==> src/rtl/sum_accumulator.sv <==
// Registered consumer for the combinational adder: sums COUNT signed samples
// into a widened accumulator and presents each total on a held valid/ready output.
module sum_accumulator #(
    parameter int N     = 5,
    parameter int COUNT = 4,
    parameter int ACC_W = N + $clog2(COUNT)
) (
    input  logic                     clk,
    input  logic                     rst_n,
    input  logic                     clear,
    input  logic [N-1:0]             sum_in,
    input  logic                     sum_valid,
    output logic                     sum_ready,
    output logic [ACC_W-1:0]         acc_out,
    output logic                     acc_valid,
    input  logic                     acc_ready,
    output logic [$clog2(COUNT):0]   sample_cnt
);

    localparam int              CW   = $clog2(COUNT) + 1;
    localparam logic [CW-1:0]   LAST = CW'(COUNT - 1);

    typedef enum logic {ACCUM, HOLD} state_t;

    state_t           state;
    logic [ACC_W-1:0] acc;
    logic [ACC_W-1:0] sum_sx;
    logic [ACC_W-1:0] acc_next;
    logic             accept;

    // ACC_W - N >= 1 because COUNT >= 2, so the replication is never empty.
    assign sum_sx   = {{(ACC_W-N){sum_in[N-1]}}, sum_in};
    assign acc_next = acc + sum_sx;
    assign accept   = sum_valid & sum_ready;

    always_ff @(posedge clk) begin
        if (!rst_n) begin
            state      <= ACCUM;
            acc        <= '0;
            acc_out    <= '0;
            sample_cnt <= '0;
            acc_valid  <= 1'b0;
            sum_ready  <= 1'b1;
        end else if (clear) begin
            // Abort: like reset, but the last result stays on acc_out.
            state      <= ACCUM;
            acc        <= '0;
            sample_cnt <= '0;
            acc_valid  <= 1'b0;
            sum_ready  <= 1'b1;
        end else begin
            case (state)
                ACCUM: begin
                    if (accept) begin
                        if (sample_cnt == LAST) begin
                            acc_out    <= acc_next;
                            acc        <= '0;
                            sample_cnt <= '0;
                            state      <= HOLD;
                            acc_valid  <= 1'b1;
                            sum_ready  <= 1'b0;
                        end else begin
                            acc        <= acc_next;
                            sample_cnt <= sample_cnt + 1'b1;
                        end
                    end
                end
                HOLD: begin
                    // Release costs one bubble: input reopens the cycle after.
                    if (acc_ready) begin
                        state     <= ACCUM;
                        acc_valid <= 1'b0;
                        sum_ready <= 1'b1;
                    end
                end
                default: begin
                    state     <= ACCUM;
                    acc_valid <= 1'b0;
                    sum_ready <= 1'b1;
                end
            endcase
        end
    end

endmodule

==> config.mk <==
export PLATFORM = sky130hd
export DESIGN_NAME = sum_accumulator
export DESIGN_NICKNAME = d
export VERILOG_FILES = /design/src/rtl/sum_accumulator.sv
export SDC_FILE = /design/constraint.sdc
export NUM_CORES = 1
export LEC_CHECK = 0
export ABC_AREA = 1
export CORE_ASPECT_RATIO = 1.5
export CORE_MARGIN = 2
export CORE_UTILIZATION = 50
export CTS_CLUSTER_SIZE = 14
export DETAILED_ROUTE_END_ITERATION = 8
export PLACE_DENSITY = 0.85
export SYNTH_ARGS = -nofsm -noshare
export SYNTH_HDL_FRONTEND = slang
export SYNTH_SLANG_ARGS = --single-unit
==> constraint.sdc <==
create_clock -name clk -period 2.1 [get_ports clk]
set_input_delay 0.42 -clock clk [delete_from_list [all_inputs] [get_ports clk]]
set_output_delay 0.42 -clock clk [all_outputs]
set_load 0.01 [all_outputs]
# Word-level counts from Yosys, hierarchy flattened
# Index checks and enable logic that the tools add are counted.
[word_totals]
register_bits = 20
output_inout_bits = 12
wordCells = 34
[classes]
n_addsub = 2
eq_ne = 4
mux = 14
bitwise = 4
reduce_logical = 4
[op_table]
columns = ["operator", "count"]
rows = [
  ["$mux 1", 9],
  ["$add 7x7->7", 1],
  ["$mux 7", 1],
  ["$ne 2x2->1 const B", 3],
  ["$pmux 1 s2", 3],
  ["$reduce_and 4->1", 1],
  ["$add 3x1->3 const B", 1],
  ["$eq 3x2->1 const B", 1],
  ["$mux 3", 1],
  ["$not 1->1", 3],
  ["$reduce_and 3->1", 1],
  ["$reduce_and 2->1", 1],
  ["$reduce_or 2->1", 1],
  ["$and 1x1->1", 1],
]

# Longest topological paths before layout
# Gate-level depths: netlist of the first run.
[logic_depth]
word_depth = 4
depth_mapped = 12
ltp_nobuf = 12

# Worst setup path after synthesis of the first run
# OpenSTA, ideal clock, no wires.
[synth_path]
kind = "input -> register"
startpoint = "input port sum_in[0]"
endpoint = "register acc_out[4]"
setup_time_ns = 0.116
arrival_ns = 1.533
required_time_ns = 1.984
setup_slack_ns = 0.451
stages = 11
n_path_buf = 0
cell_sequence = "ha_1 inv_1 fa_1 inv_1 nand2_1 nand2_1 nand3_1 nand2_1 nand2_1 o211ai_1 inv_1"
[synth_between]
elab_chain_cells = 1
[synth_rtl]
columns = ["item", "line", "rtl"]
rows = [
  ["from (decl)", "11", "input logic [N-1:0] sum_in,"],
  ["$add 7x7->7", "33", "assign acc_next = acc + sum_sx;"],
  ["to (signal assigned)", "56", "acc_out <= acc_next;"],
  ["to (decl)", "14", "output logic [ACC_W-1:0] acc_out,"],
]
# Every way passes these cells.
# A chain may end at the register's enable or synchronous reset.

# Worst setup path after layout of the first run
# Same ends and word-level chain as after synthesis.

==> key figures, run 1 <==
STA
  • Min Clock Period, post-route: roughly 1.9 ns
  • Slew Viols, Final: 0
  • Period Utilization, post-route: between 80 and 90%
  • Count of final setup violators: 0
  • Worst Tran Pin Value: about 0.38 ns
  • Fmax: around 540 MHz
  • Final Skew: roughly 0.0095 ns
  • Max-Slew Margin vs Limit: between 70% and 80%
  • Final hold violation count: 0
  • RSZ-0062 raised after global routing: false
  • Hold_ws: 0.480 ns

Placement
  • Placed cell areas: about 0.0013 mm²
  • Global placer's final weighted congestion: about 0.77
  • Count of buffers inserted at the top-level ports: 21
  • Half-perimeter wire length after detailed placement: between 1500 and 2000 µm

Critical path
  • Slowest stage cell, crit path: sky130_fd_sc_hd__clkdlybuf4s50_1
  • Flop2flop setup slack: between 0.4 and 0.5 ns
  • Startpoint kind of the worst setup timing path: input pin
  • Largest fanout of any net on the critical path: 3
  • Critical path buffers and inverters: 4
  • Data arrival time of the critical path: 2.08 ns
  • Crit Reg-Reg Startpoint: acc[0]$_SDFFE_PP0P_
  • Crit path largest cell delay: about 0.46 ns
  • Timing startpoint of the critical path: sum_in[0]
  • Cell family contributing the most delay on the critical path: buffers and inverters
  • Cells along the critical path: clkdlybuf4s50_1 -> ha_1 -> inv_1 -> fa_1 -> inv_1 -> nand2_1 -> nand2_1 -> nand3_1 -> nand2_1 -> nand2_1 -> o211ai_1 -> inv_1
  • Critical Path RT: between 2 and 2.5 ns
  • Crit end category: flip-flop
  • Dominant cell type by count on the critical path: sky130_fd_sc_hd__nand2_1
  • Critical path start-end classification: in2reg

Layout
  • Final-stage net count: between 150 and 200
  • Fin util: about two thirds
  • Diode insertion count for antenna repair: 0
  • Share of post-route cells with drive strength above 1: 9.04%
  • Count of fill cells added during filler insertion: 183
  • Synth-to-layout area growth: 25.8%
  • Cell area after layout: ~0.0014 mm²

GRT
  • Maximum number of pins on one net before global-route repair: 13
  • Vias in the first global route: 1,074
  • Wire length of the first global-routing pass: ~4100 µm
  • Global-route total usage across every layer: around a fifth
  • Number of antenna violations at the first check in global routing: 0
  • Congestion Overflow GR: 0

Synthesis
  • Post-Syn Area per Cell: 7.25 µm²
  • Number of storage elements in the synthesis netlist: 20
  • Synth async-reset ratio: 0%
  • Number of distinct library cells after synthesis: 22
  • Nets in the synthesized netlist: 169
  • Count of flip-flops with a built-in enable after synthesis: 0
  • Primary flip-flop cell chosen by synthesis mapping: sky130_fd_sc_hd__dfxtp_1
  • Sequential cell area fraction in the yosys report: between 30 and 40%
  • Ys Warns: 0
  • Post-synthesis cell area: between 0.001 and 0.0015 mm²
  • Cells after Synth: roughly 150

Floorplan
  • Height of the die: about 61 µm
  • Starting density of the core: around 53%
  • Count of pins on the block boundary: 22
  • Area of the core: 0.00205 mm²
  • Number of placement rows: 20
  • Chip Width: about 42 µm
  • Overall die area: ~0.0026 mm²

Routing
  • Via total after detailed routing: 1,032
  • Number of design rule violations left after detail routing: 0
  • Number of optimization iterations in the first detailed-route pass: 4
  • Per-cell routed wire length: between 10 and 15 µm
  • Remaining antenna violation count after routing: 0
  • Post-Route WL: between 2000 and 2500 µm
  • 1st-iter DRT viols: 28
  • Vias per inst: approximately 5.2

Worst hold path
  • Path type of the worst min-delay path: reg2reg
  • Hold path start: acc[2]$_SDFFE_PP0P_

Clock tree
  • Latest clock arrival within the worst-skew pair: slightly above 0.3 ns
  • TritonCTS Buffers: 3
  • Clock-pin slew reported for the worst setup and hold paths after clock tree synthesis: between 0.1 and 0.15 ns
  • Clock sink count: 20
  • Post-cts sizing count: 0
  • Root buffer selected by CTS: sky130_fd_sc_hd__clkbuf_4
  • Number of post-CTS setup repair buffers: 0
  • Count of hold buffers inserted by post-cts repair: 0
  • CTS tree: built
  • H-tree lvl count: 1
  • Longest Clk Path Bufs: 2

Flow run
  • Reported max-cap violation count: 0

Pwr
  • Clock network fraction of total power: a little under a third
  • Pwr/cell area: roughly 530 mW/mm²
  • Tot Pwr: roughly 0.74 mW
  • P_leak: 0.654 nW
  • Share of total power in sequential cells: 53.1%
  • Net switching power of the design: ~0.19 mW
  • Relative contribution of combinational cells to total power: 15.9%
  • Peak supply drop: 0.423 mV
  • Switching portion of total power: a little over a quarter
  • Cell internal pwr: about 0.54 mW

Outcome
  • Run status: completed
## registers in the layout, indices dropped and copies added (netlist names)
| signal | count |
|---|---|
| acc | 7 |
| acc_out | 7 |
| sample_cnt | 3 |
| acc_valid | 1 |
| state | 1 |
| sum_ready | 1 |
## worst min-delay path: cells and delay by family, from the launching register on
family	cells	cell delay (ns)
flip-flops	1	0.33
AND/OR/NAND/NOR	1	0.06
AO/OA/AOI/OAI	1	0.05
## cells in the mapped netlist, types with 2 or more instances
library cell	instances	area share [%]
sky130_fd_sc_hd__inv_1	23	7.9
sky130_fd_sc_hd__dfxtp_1	20	37
sky130_fd_sc_hd__o211ai_1	2	1.4
sky130_fd_sc_hd__ha_1	7	8.0
sky130_fd_sc_hd__buf_2	2	0.91
sky130_fd_sc_hd__nor2_2	3	1.7
sky130_fd_sc_hd__a22oi_1	2	1.4
sky130_fd_sc_hd__nand3_1	13	5.9
sky130_fd_sc_hd__nor2_1	15	5.1
sky130_fd_sc_hd__a21oi_1	13	5.9
sky130_fd_sc_hd__nor2_4	2	2.1
sky130_fd_sc_hd__nand2_1	37	13
sky130_fd_sc_hd__o21ai_0	3	1.4
## final timing paths
path / cells after the start / endpoint
max reg2reg: 11 / acc_out[4]$_SDFFE_PN0P_
min reg2reg: 2 / acc[2]$_SDFFE_PP0P_
max: 12 / acc_out[4]$_SDFFE_PN0P_
min: 2 / acc[2]$_SDFFE_PP0P_
## cell families (layout without fill, tap and decap cells)
family                     after synthesis  count (layout)  synth area share (%)
DFF                                     20              20                  36.6
AOI/OAI and AO/OA                       22              22                  11.7
adders and majority gates                8               8                  9.83
xor gates and xnor gates                 2               2                  1.60
and+or+nand+nor                         73              73                  30.5
buffers and inverters                   26              52                  9.83
## placed cells by master (no fill, tap or decap)
master	count
sky130_fd_sc_hd__nand4_4	1
sky130_fd_sc_hd__inv_1	23
sky130_fd_sc_hd__clkdlybuf4s50_1	21
sky130_fd_sc_hd__buf_4	4
sky130_fd_sc_hd__nor2_2	3
sky130_fd_sc_hd__nand3_1	13
sky130_fd_sc_hd__nor3_1	1
sky130_fd_sc_hd__ha_1	7
sky130_fd_sc_hd__nor2_4	2
sky130_fd_sc_hd__fa_1	1
sky130_fd_sc_hd__a211oi_2	1
sky130_fd_sc_hd__o21ai_0	3
sky130_fd_sc_hd__a22oi_1	2
sky130_fd_sc_hd__a21oi_1	13
sky130_fd_sc_hd__dfxtp_1	20
sky130_fd_sc_hd__clkbuf_4	3
sky130_fd_sc_hd__o21ai_1	1
sky130_fd_sc_hd__o211ai_1	2
sky130_fd_sc_hd__nand2_1	37
sky130_fd_sc_hd__xnor2_1	1
sky130_fd_sc_hd__or2_2	1
sky130_fd_sc_hd__clkbuf_8	1
sky130_fd_sc_hd__xor2_1	1
sky130_fd_sc_hd__nor2_1	15
## stage by stage
step	instances	setup TNS (ns)	worst slack, ns
floorplan	151	0	0.451
global placement	195	-0.0997	-0.0535
detailed placement	195	-0.267	-0.123
CTS	199	0	0.209
global route	199	0	0.0850
finish	199	0	0.232
## power groups by stage
stage | clock, mW | sequential [mW] | combinational [mW]
finish | 0.228 | 0.391 | 0.117
floorplan | 0 | 0.399 | 0.0731
detailed placement | 0 | 0.400 | 0.117
global route | 0.239 | 0.392 | 0.132
global placement | 0 | 0.399 | 0.113
CTS | 0.225 | 0.391 | 0.117
## final cells by class
type,instances,area (µm²),area share [%]
inverters,23,86.3,6.27
repair buffers,25,240,17.4
well taps,22,27.5,2.00
multi-input cells,105,587,42.6
flip-flops and latches,20,400,29.1
clock buffers,4,36.3,2.63
## layer usage
metal | share of wire (%) | global-route usage (%) | vias up
met1 | 40 | 19.9 | 473
met5 | 0 | 0 | -
li1 | - | - | 533
met3 | 3.2 | 3.52 | 5
met4 | 1.7 | 10.3 | 0
met2 | 55 | 42.2 | 21
Note: power is estimated with default switching activity, not from simulation.
==> run 2, diff against run 1 <==
--- a/config.mk
+++ b/config.mk
@@ -12,6 +12,7 @@
 export CTS_CLUSTER_SIZE = 14
 export DETAILED_ROUTE_END_ITERATION = 8
 export PLACE_DENSITY = 0.85
+export RECOVER_POWER = 25
 export SYNTH_ARGS = -nofsm -noshare
 export SYNTH_HDL_FRONTEND = slang
 export SYNTH_SLANG_ARGS = --single-unit
==> run 2 against run 1 <==
Routed wire length grew 0.29%. Sequential cell count is the same. Non-clock buffer count is the same. Combinational power is essentially flat. Clock skew is essentially flat. Cell count is the same. Global-route usage is the same. Count of clock-buffer cells in the layout is the same. Sequential power is essentially flat. Via count grew 0.78%. Critical endpoint unchanged.
==> key figures, run 2 (synthesis results as in run 1) <==
Routing
  • Vias per inst: 5.23 (+0.78%)
  • Remaining antenna violation count after routing: 0 (unchanged)
  • Via total after detailed routing: 1,040 (+0.78%)
  • Number of optimization iterations in the first detailed-route pass: 4 (unchanged)
  • Number of design rule violations left after detail routing: 0 (unchanged)
  • 1st-iter DRT viols: 28 (unchanged)
  • Per-cell routed wire length: 12.0 µm (+0.29%)
  • Post-Route WL: 2390 µm (+0.29%)

Clock tree
  • Clock-pin slew reported for the worst setup and hold paths after clock tree synthesis: 0.11 ns (about the same)
  • CTS tree: built
  • Post-cts sizing count: 0 (unchanged)
  • Latest clock arrival within the worst-skew pair: 0.31 ns (about the same)
  • Number of post-CTS setup repair buffers: 0 (unchanged)
  • Clock sink count: 20 (unchanged)
  • Longest Clk Path Bufs: 2 (unchanged)
  • Count of hold buffers inserted by post-cts repair: 0 (unchanged)
  • TritonCTS Buffers: 3 (unchanged)
  • H-tree lvl count: 1 (unchanged)
  • Root buffer selected by CTS: sky130_fd_sc_hd__clkbuf_4

STA
  • Fmax: 535 MHz (about the same)
  • RSZ-0062 raised after global routing: false
  • Worst Tran Pin Value: 0.574 ns (+0.195 ns)
  • Slew Viols, Final: 0 (unchanged)
  • Count of final setup violators: 0 (unchanged)
  • Period Utilization, post-route: 89.0% (about the same)
  • Max-Slew Margin vs Limit: 61.6% (-13 points)
  • Final hold violation count: 0 (unchanged)
  • Min Clock Period, post-route: 1.87 ns (+0.00163 ns)
  • Setup slack after layout: 0.230 ns (-0.00163 ns)
  • Final Skew: 0.00958 ns (+0.0000646 ns)

Layout
  • Fin util: 66.6% (-0.49 points)
  • Synth-to-layout area growth: 24.9%
  • Most common library cell in the layout ignoring fill and taps: sky130_fd_sc_hd__nand2_1
  • Final-stage net count: 196 (unchanged)
  • Diode insertion count for antenna repair: 0 (unchanged)
  • Most frequent cells in the layout: 37 x sky130_fd_sc_hd__nand2_1, 23 x sky130_fd_sc_hd__inv_1, 20 x sky130_fd_sc_hd__dfxtp_1
  • Share of post-route cells with drive strength above 1: 7.91% (-1.1 points)
  • Non-Filler Instances: 199 (unchanged)
  • Largest regs: acc x7, acc_out x7, sample_cnt x3

GRT
  • Maximum number of pins on one net before global-route repair: 13 (unchanged)
  • Vias in the first global route: 1,074 (unchanged)
  • Wire length of the first global-routing pass: 4150 µm (unchanged)
  • Number of antenna violations at the first check in global routing: 0 (unchanged)
  • Global-route total usage across every layer: 20.8% (unchanged)
  • Congestion Overflow GR: 0 (unchanged)

Floorplan
  • Height of the die: 61.3 µm (unchanged)
  • Count of pins on the block boundary: 22 (unchanged)
  • Overall die area: 0.00259 mm² (unchanged)
  • Starting density of the core: 53.4% (unchanged)
  • Number of placement rows: 20 (unchanged)
  • Area of the core: 0.00205 mm² (unchanged)
  • Chip Width: 42.2 µm (unchanged)

Placement
  • Place WS: -0.123 ns (unchanged)
  • Cells after DPL: 195 (unchanged)
  • Global placer's final weighted congestion: 0.769 (unchanged)
  • Count of buffers inserted at the top-level ports: 21 (unchanged)
  • Half-perimeter wire length after detailed placement: 1900 µm (unchanged)

Critical path
  • Data arrival time of the critical path: 2.08 ns (about the same)
  • Crit end category: flip-flop
  • Critical path start-end classification: in2reg
  • Largest fanout of any net on the critical path: 3 (unchanged)
  • Critical Path RT: 2.31 ns (about the same)
  • Startpoint kind of the worst setup timing path: input pin

Flow run
  • Reported max-cap violation count: 0 (unchanged)

Outcome
  • Run status: completed

Pwr
  • P_leak: 0.658 nW (+0.63%)
  • Pwr/cell area: 537 mW/mm² (+0.58%)
  • Tot Pwr: 0.735 mW (-0.15%)
  • Peak supply drop: 0.423 mV (about the same)

Worst hold path
  • Path type of the worst min-delay path: reg2reg
[run 2: worst paths after layout]
check	startpoint	endpoint	slack, ns	cells after the start
worst max register to register	sample_cnt[0]$_SDFFE_PP0P_	acc_out[2]$_SDFFE_PN0P_	0.33	8
worst min register to register	acc[2]$_SDFFE_PP0P_	acc[2]$_SDFFE_PP0P_	0.48	2
worst min-delay path	acc[2]$_SDFFE_PP0P_	acc[2]$_SDFFE_PP0P_	0.48	2
worst max-delay path	sum_in[0]	acc_out[4]$_SDFFE_PN0P_	0.23	12
[run 2: layer usage]
layer | global-route usage (%) | vias up | wire length [µm]
met5 | 0 | - | 0
met4 | 10.3 | 0 | 40
li1 | - | 533 | -
met2 | 42.2 | 23 | 1320
met1 | 19.9 | 479 | 950
met3 | 3.52 | 5 | 79
[run 2: report_power, final]
group / switching (mW) / internal, mW / leakage (nW) / total (mW)
Sequential: 0.00497 / 0.386 / 0.162 / 0.391
Clock: 0.122 / 0.106 / 0.0210 / 0.228
Combinational: 0.0650 / 0.0507 / 0.475 / 0.116
Total: 0.192 / 0.543 / 0.658 / 0.735
[run 2: metrics by stage]
stage	hold slack (ns)	setup TNS, ns	instance area, µm²
2_1_floorplan	0.448	0	1090
3_3_place_gp	0.455	-0.0997	1340
6_report	0.480	0	1370
4_1_cts	0.483	0	1380
3_5_place_dp	0.466	-0.267	1340
5_1_grt	0.503	0	1370
[run 2: cell type report]
class                           count  area [µm²]
Clock buffer                        4        36.3
Multi-Input combinational cell    105         577
Timing Repair Buffer               25         240
Fill cell                         186         684
Inverter                           23        86.3
Tap cell                           22        27.5
Sequential cell                    20         400
[run 2: worst max-delay path, stage by stage]
cell and delay [ns]:
sky130_fd_sc_hd__clkdlybuf4s50_1 0.46, sky130_fd_sc_hd__ha_1 0.16, sky130_fd_sc_hd__inv_1 0.05, sky130_fd_sc_hd__fa_1 0.37
sky130_fd_sc_hd__inv_1 0.08, sky130_fd_sc_hd__nand2_1 0.06, sky130_fd_sc_hd__nand2_1 0.09, sky130_fd_sc_hd__nand3_1 0.10
sky130_fd_sc_hd__nand2_1 0.09, sky130_fd_sc_hd__nand2_1 0.06, sky130_fd_sc_hd__o211ai_1 0.09, sky130_fd_sc_hd__inv_1 0.05
==> run 3, diff against run 2 <==
--- a/config.mk
+++ b/config.mk
@@ -6,13 +6,14 @@
 export NUM_CORES = 1
 export LEC_CHECK = 0
 export ABC_AREA = 1
-export CORE_ASPECT_RATIO = 1.5
+export CORE_ASPECT_RATIO = 1.1
 export CORE_MARGIN = 2
 export CORE_UTILIZATION = 50
 export CTS_CLUSTER_SIZE = 14
 export DETAILED_ROUTE_END_ITERATION = 8
 export PLACE_DENSITY = 0.85
 export RECOVER_POWER = 25
+export SKIP_LAST_GASP = 1
 export SYNTH_ARGS = -nofsm -noshare
 export SYNTH_HDL_FRONTEND = slang
 export SYNTH_SLANG_ARGS = --single-unit
==> run 3 against run 2 <==
Core utilization shrank 0.29 points. Highest routed layer unchanged. Worst setup slack got worse by 0.037 ns. Sequential share of layout area grew 0.27 points. Clock skew fell by 0.0082 ns. Die area decreased by 0.28%. Largest cell class unchanged. Critical path depth unchanged. Fmax down 1.9%. Worst hold slack is essentially flat. Global-route usage fell by 0.075 points. Sequential cell count is the same. Largest power group unchanged.
==> key figures, run 3 (synthesis results as in run 1) <==
Layout
  • Count of fill cells added during filler insertion: 180 (-3.2%)
  • Synth-to-layout area growth: 23.8%
  • Fin util: 66.4% (-0.29 points)
  • Largest regs: acc x7, acc_out x7, sample_cnt x3
  • Cell area after layout: 0.00136 mm² (-0.91%)
  • Final-stage net count: 196 (unchanged)
  • Share of post-route cells with drive strength above 1: 6.78% (-1.1 points)
  • Most common library cell in the layout ignoring fill and taps: sky130_fd_sc_hd__nand2_1
  • Non-Filler Instances: 205 (+3.0%)
  • Most frequent cells in the layout: 37 x sky130_fd_sc_hd__nand2_1, 23 x sky130_fd_sc_hd__inv_1, 20 x sky130_fd_sc_hd__dfxtp_1, 20 x sky130_fd_sc_hd__clkdlybuf4s50_1, 17 x sky130_fd_sc_hd__nor2_1
  • Diode insertion count for antenna repair: 0 (unchanged)

Routing
  • Remaining antenna violation count after routing: 0 (unchanged)
  • Per-cell routed wire length: 11.9 µm (-0.85%)
  • Number of design rule violations left after detail routing: 0 (unchanged)
  • Vias per inst: 5.12 (-2.0%)
  • Post-Route WL: 2440 µm (+2.1%)
  • 1st-iter DRT viols: 39 (+39%)
  • Via total after detailed routing: 1,050 (+0.96%)
  • Number of optimization iterations in the first detailed-route pass: 4 (unchanged)

Pwr
  • Pwr/cell area: 541 mW/mm² (+0.76%)
  • P_leak: 0.652 nW (-0.95%)
  • Relative contribution of combinational cells to total power: 15.9% (+0.2 points)
  • Clock network fraction of total power: 30.9% (about the same)
  • Share of total power in sequential cells: 53.3% (about the same)
  • Switching portion of total power: 26.0% (-0.16 points)
  • Net switching power of the design: 0.190 mW (-0.76%)
  • Cell internal pwr: 0.543 mW (about the same)
  • Peak supply drop: 0.484 mV (+15%)

Clock tree
  • Number of post-CTS setup repair buffers: 0 (unchanged)
  • TritonCTS Buffers: 3 (unchanged)
  • Clock-pin slew reported for the worst setup and hold paths after clock tree synthesis: 0.11 ns (about the same)
  • CTS tree: built
  • Post-cts sizing count: 0 (unchanged)
  • Longest Clk Path Bufs: 2 (unchanged)
  • Root buffer selected by CTS: sky130_fd_sc_hd__clkbuf_4
  • H-tree lvl count: 1 (unchanged)
  • Count of hold buffers inserted by post-cts repair: 0 (unchanged)
  • Clock sink count: 20 (unchanged)
  • Latest clock arrival within the worst-skew pair: 0.30 ns (about the same)

STA
  • Count of final setup violators: 0 (unchanged)
  • Slew Viols, Final: 0 (unchanged)
  • Fmax: 525 MHz (-1.9%)
  • Final hold violation count: 0 (unchanged)
  • Max-Slew Margin vs Limit: 59.6% (-2.1 points)
  • Min Clock Period, post-route: 1.91 ns (+0.0366 ns)
  • Period Utilization, post-route: 90.8% (+1.7 points)
  • Final Skew: 0.00136 ns (-0.00822 ns)
  • Total negative setup slack: 0 ns (unchanged)
  • RSZ-0062 raised after global routing: false
  • Worst Tran Pin Value: 0.604 ns (+0.0309 ns)

GRT
  • Layer with the highest usage: met2
  • Congestion Overflow GR: 0 (unchanged)
  • Global-route total usage across every layer: 20.7% (-0.075 points)
  • GR Util met2: 36.8% (-5.4 points)
  • Maximum number of pins on one net before global-route repair: 13 (unchanged)
  • Met1 track utilization from global routing: 24.0% (+4.1 points)
  • Met3 track demand over resource: 4.52% (+1.0 points)
  • Number of antenna violations at the first check in global routing: 0 (unchanged)
  • Wire length of the first global-routing pass: 4060 µm (-2.1%)
  • Vias in the first global route: 967 (-10%)

Placement
  • Global placer's final weighted congestion: 0.946 (+23%)
  • Cells after DPL: 201 (+3.1%)
  • Count of buffers inserted at the top-level ports: 21 (unchanged)
  • Placed cell areas: 0.00135 mm² (+0.56%)
  • Half-perimeter wire length after detailed placement: 1860 µm (-2.2%)

Critical path
  • Critical path start-end classification: in2reg
  • Number of cells on the worst reg-to-reg path: 8 (unchanged)
  • Startpoint kind of the worst setup timing path: input pin
  • Crit end category: flip-flop
  • Critical Path RT: 2.31 ns (about the same)
  • Largest fanout of any net on the critical path: 3 (unchanged)
  • Data arrival time of the critical path: 2.12 ns (+0.04 ns)

Floorplan
  • Overall die area: 0.00258 mm² (-0.28%)
  • Number of placement rows: 17 (-15%)
  • Chip Width: 48.6 µm (+15%)
  • Area of the core: 0.00204 mm² (-0.49%)
  • Height of the die: 53.1 µm (-13%)
  • Count of pins on the block boundary: 22 (unchanged)
  • Starting density of the core: 53.6% (+0.26 points)

Outcome
  • Run status: completed

Flow run
  • Reported max-cap violation count: 0 (unchanged)

Worst hold path
  • Path type of the worst min-delay path: reg2reg
  • Number of stages on the worst hold path: 2 (unchanged)
==> run 3: final timing paths <==
kind | startpoint | slack [ns] | end
worst max-delay path | sum_in[0] | 0.19 | acc_out[4]$_SDFFE_PN0P_
worst min-delay path | acc[2]$_SDFFE_PP0P_ | 0.48 | acc[2]$_SDFFE_PP0P_
worst max register to register | sample_cnt[0]$_SDFFE_PP0P_ | 0.26 | acc_out[2]$_SDFFE_PN0P_
worst min register to register | acc[2]$_SDFFE_PP0P_ | 0.48 | acc[2]$_SDFFE_PP0P_
==> run 3: area by class of cell <==
class	instances	area [µm²]	share of cell area [%]
multi-input cells	105	557	41.1
flip-flops and latches	20	400	29.5
repair buffers	25	240	17.7
inverters	23	86.3	6.37
clock buffers	4	36.3	2.68
well taps	28	35.0	2.59
==> run 3: critical path, stage by stage <==
cell and delay (ns):
sky130_fd_sc_hd__clkdlybuf4s50_1 0.46, sky130_fd_sc_hd__ha_1 0.16, sky130_fd_sc_hd__inv_1 0.05, sky130_fd_sc_hd__fa_1 0.38, sky130_fd_sc_hd__inv_1 0.09, sky130_fd_sc_hd__nand2_1 0.08
sky130_fd_sc_hd__nand2_1 0.11, sky130_fd_sc_hd__nand3_1 0.09, sky130_fd_sc_hd__nand2_1 0.08, sky130_fd_sc_hd__nand2_1 0.05, sky130_fd_sc_hd__o211ai_1 0.09, sky130_fd_sc_hd__inv_1 0.05
==> run 3: power by group through the flow <==
stage	Sequential, mW	Clock [mW]	Combinational [mW]
after floorplan	0.399	0	0.0731
after global placement	0.399	0	0.113
after detailed placement	0.400	0	0.117
after CTS	0.391	0.232	0.118
after global routing	0.392	0.247	0.131
final	0.391	0.226	0.116
==> run 3: per-stage QoR <==
| stage | hold WS [ns] | total power, mW | setup slack [ns] |
|---|---|---|---|
| after floorplan | 0.448 | 0.472 | 0.451 |
| after global placement | 0.456 | 0.512 | -0.0488 |
| after detailed placement | 0.464 | 0.517 | -0.122 |
| after CTS | 0.484 | 0.742 | 0.200 |
| after global routing | 0.514 | 0.770 | 0.0711 |
| final | 0.480 | 0.734 | 0.193 |
==> run 3: layer usage <==
metal,part of all wire [%],routed length (µm)
met1,44,1060
met2,47,1150
met3,7.6,185
met4,1.6,38
met5,0,0
==> variant 1, RTL diff (settings of run 3) <==
`N`: 5 -> 4.
--- a/src/rtl/sum_accumulator.sv
+++ b/src/rtl/sum_accumulator.sv
@@ -2,5 +2,5 @@
 // into a widened accumulator and presents each total on a held valid/ready output.
 module sum_accumulator #(
-    parameter int N     = 5,
+    parameter int N     = 4,
     parameter int COUNT = 4,
     parameter int ACC_W = N + $clog2(COUNT)
Ports: changed (resized acc_out and sum_in); port bits go from 22 to 20. No check against the original RTL was run, so the function may have changed too.
==> variant 1 against run 3 <==
Via count shrank 25%; final area shrank 18%; worst setup slack gained 0.10 ns; synthesized cell count shrank 25%; sequential cell count shrank 2; clock skew grew 0.0035 ns; wire length shrank 29%; power shrank 11%; area after synthesis shrank 20%; critical path type unchanged.
==> variant 1: results <==
[outcome]
status = "complete, no violations"

[global_routing]
grt_pass1_vias = 691
grt_pass1_wl_mm = 2.76
antenna_found_initial = 0
grt_usage_pct = 17.5
grt_max_degree = 11

[yosys]
yosys-top-cells-count = "nand2_1, dfxtp_1, nor2_1"
ys_async_sr_fraction_pct = 0
synth_cell_types = 18
synth_seq_area_share_pct = 40.9
synthesis.nets = 129
synthCells = 113
synth_flop_cell = "dfxtp_1"
synth.area.top_cells = "dfxtp_1, nand2_1, ha_1"

[clocking]
path_clk_slew_ns = 0.10
clk_latency_ns = 0.30
numCtsBuffers = 3
cts_max_path_buffers = 2
cts_max_level = 1

[power]
sequentialPowerShare_pct = 53.8
powerDensity_mw_per_mm2 = 585
vdd_drop_max_v = 0.000410
p_int_uw = 493
combPwrFrac_pct = 13.3
p_leak_uw = 0.000520

[worst_setup_path]
r2r_start = "acc[0]"
slowest_delay_ns = 0.41
cp-startpoint = "sum_in[0]"
timing.rr.end = "acc_out[4]"
path_class = "in2reg"
reg2reg_slack_ns = 0.53
worstPathArrival_ns = 2.01
critPathTopFamily = "adder cells"
ff2ff_path_depth = 7

[finish]
fillers = 143
nNetsFinal = 153
drive_above_1_share_pct = 5.88
reg_top3 = "acc: 6 flops, acc_out: 6 flops, sample_cnt: 3 flops"

[place]
pre_cts_ws_ns = -0.0277
dpl.hpwl_mm = 1.36
gp_congestion = 0.873
placed_cell_area_sq_mm = 0.00109
numPortBuffers = 19

[detailed_routing]
vias = 789
avgRoutedWirePerCell_um = 11.2
first_iter_violations = 4
viasPerCell = 5.16
drc_errors = 0

[hold_path]
hp-start = "sample_cnt[2]"
min_path_cells = 2
hold_class = "reg2reg"
whs_endpoint = "sample_cnt[2]"

[sta]
maxSlewHeadroom_pct = 58.7
holdWs_ns = 0.475
clock_skew_ns = 0.00485
timing.final.ws_setup_ns = 0.296
variant 1: cell count changes after synthesis, moves of 3 or more:
cell,change
a21oi_1,-4
inv_1,-12
nand2_1,-13
nand3_1,-6
nor2_1,+3
nor2_2,-3
variant 1: area by class of cell:
type                            instances  area, sq um  share of cell area (%)
Multi-Input combinational cell         82          460                    41.2
Sequential cell                        18          360                    32.3
Timing Repair Buffer                   19          190                    17.0
Inverter                               13         48.8                    4.37
Clock buffer                            4         36.3                    3.25
Tap cell                               17         21.3                    1.90
variant 1: logic make-up after synthesis:
kind of cell,after synthesis,synth area share [%]
flops,18,40.9
buf+inv,13,5.54
fa+ha+maj,7,10.8
simple gates,52,25.6
compound gates,19,13.2
xor+xnor,4,3.98
variant 1: per-layer routing:
layer	GRT usage (%)	part of all wire (%)	up-vias	wire [um]
met1	21.9	46	359	790
met4	5.45	1.3	0	22
met2	31.5	50	13	856
li1	-	-	414	-
met3	2.64	2.9	3	50
met5	0	0	-	0
==> variant 2, RTL diff (flow settings as in run 3) <==
Made on the original files. Register the output `sample_cnt` once more, without a reset; this adds one clock of latency there. The other outputs are not delayed to match.
--- a/src/rtl/sum_accumulator.sv
+++ b/src/rtl/sum_accumulator.sv
@@ -23,4 +23,6 @@
     typedef enum logic {ACCUM, HOLD} state_t;
 
+    logic [$clog2(COUNT):0] sample_cnt_s0;
+
     state_t           state;
     logic [ACC_W-1:0] acc;
@@ -39,5 +41,5 @@
             acc        <= '0;
             acc_out    <= '0;
-            sample_cnt <= '0;
+            sample_cnt_s0 <= '0;
             acc_valid  <= 1'b0;
             sum_ready  <= 1'b1;
@@ -46,5 +48,5 @@
             state      <= ACCUM;
             acc        <= '0;
-            sample_cnt <= '0;
+            sample_cnt_s0 <= '0;
             acc_valid  <= 1'b0;
             sum_ready  <= 1'b1;
@@ -53,8 +55,8 @@
                 ACCUM: begin
                     if (accept) begin
-                        if (sample_cnt == LAST) begin
+                        if (sample_cnt_s0 == LAST) begin
                             acc_out    <= acc_next;
                             acc        <= '0;
-                            sample_cnt <= '0;
+                            sample_cnt_s0 <= '0;
                             state      <= HOLD;
                             acc_valid  <= 1'b1;
@@ -62,5 +64,5 @@
                         end else begin
                             acc        <= acc_next;
-                            sample_cnt <= sample_cnt + 1'b1;
+                            sample_cnt_s0 <= sample_cnt_s0 + 1'b1;
                         end
                     end
@@ -83,4 +85,8 @@
     end
 
+    always_ff @(posedge clk) begin
+        sample_cnt <= sample_cnt_s0;
+    end
+
 endmodule
 
Behaviour: not the same (a bounded check fails within 4 cycles, from zero or initial values and one cycle with rst_n low).
==> variant 2 against run 3 <==
Critical path depth decreased by 4; wire length fell by 1.6%; highest routed layer unchanged; first-iteration DRC count shrank 5.1%; area after synthesis up 5.0%; power increased by 4.8%; critical endpoint is now acc_out[2]; critical path type unchanged; largest power group unchanged; final cell count up 0.98%; final area rose by 2.8%; sequential cell count increased by 3; utilization shrank 3.3 points; worst setup slack got worse by 0.051 ns; hold slack worse by 0.091 ns.
==> variant 2: results <==
[yosys]
yosys-top-cells-count = "nand2_1, dfxtp_1, inv_1"
synth_cell_types = 23
synth_seq_area_share_pct = 40.0
synthesis.nets = 171

[place]
dpl.hpwl_mm = 1.85
gp_congestion = 0.872

[hold_path]
whs_endpoint = "sample_cnt[2]"
hp-start = "sample_cnt_s0[2]"

[power]
powerDensity_mw_per_mm2 = 552
vdd_drop_max_v = 0.000361
pg_clk_uw = 205
p_leak_uw = 0.000653

[worst_setup_path]
reg2reg_slack_ns = 0.35
worstPathArrival_ns = 2.18
ff2ff_path_depth = 7
slowest_delay_ns = 0.48

[global_routing]
grt_max_degree = 14

[finish]
final_cells = 207
drive_above_1_share_pct = 7.91
reg_top3 = "acc: 7 flops, acc_out: 7 flops"

[outcome]
status = "complete, no violations"

[detailed_routing]
first_iter_violations = 37

[sta]
holdWs_ns = 0.389
clock_skew_ns = 0.00189
worst_slew_pin_slew_ns = 0.483
==> variant 2: worst max-delay path, delay by kind of cell <==
kind / cells / cell delay, ns
buffers and inverters: 3 / 0.73
and+or+nand+nor: 5 / 1.01
==> variant 2: logic make-up after synthesis <==
family	share of synthesized area [%]
AND/OR/NAND/NOR	28.9
buffers and inverters	9.25
flip-flops	40.0
AO/OA/AOI/OAI	10.9
adder cells (fa/ha/maj)	9.36
XOR/XNOR	1.52
==> variant 2: metrics by stage <==
stage,area (sq um),setup slack (ns),util [%]
2_1_floorplan,1150,0.516,-
3_3_place_gp,1390,-0.00236,63.0
3_5_place_dp,1390,-0.0700,63.0
4_1_cts,1420,0.253,64.2
5_1_grt,1390,0.0251,63.1
6_report,1390,0.142,63.1
==> variant 2: worst max path at each step <==
stage | slack (ns) | cells after the start | startpoint | end
floorplan | 0.52 | 10 | sum_in[0] | acc[6]
global placement | -0.002 | 11 | sum_in[0] | acc[6]
detailed placement | -0.07 | 11 | sum_in[0] | acc[6]
CTS | 0.25 | 11 | sum_in[0] | acc[6]
global route | 0.03 | 8 | sum_valid | acc_out[2]
finish | 0.14 | 8 | sum_valid | acc_out[2]
==> variant 2: layer usage <==
metal	track usage (%)	up-vias	part of all wire [%]
li1	-	533	-
met1	22.1	446	40
met4	11.1	0	2.2
met2	37.1	42	51
met5	0	-	0
met3	2.73	7	6.5
==> variant 2: area by class of cell <==
class | instances | area [sq um] | share of cell area (%)
Clock buffer | 3 | 22.5 | 1.62
Timing Repair Buffer | 22 | 218 | 15.6
Clock inverter | 1 | 5.00 | 0.359
Multi-Input combinational cell | 104 | 558 | 40.1
Inverter | 24 | 91.3 | 6.56
Sequential cell | 23 | 460 | 33.1
Tap cell | 30 | 37.5 | 2.70
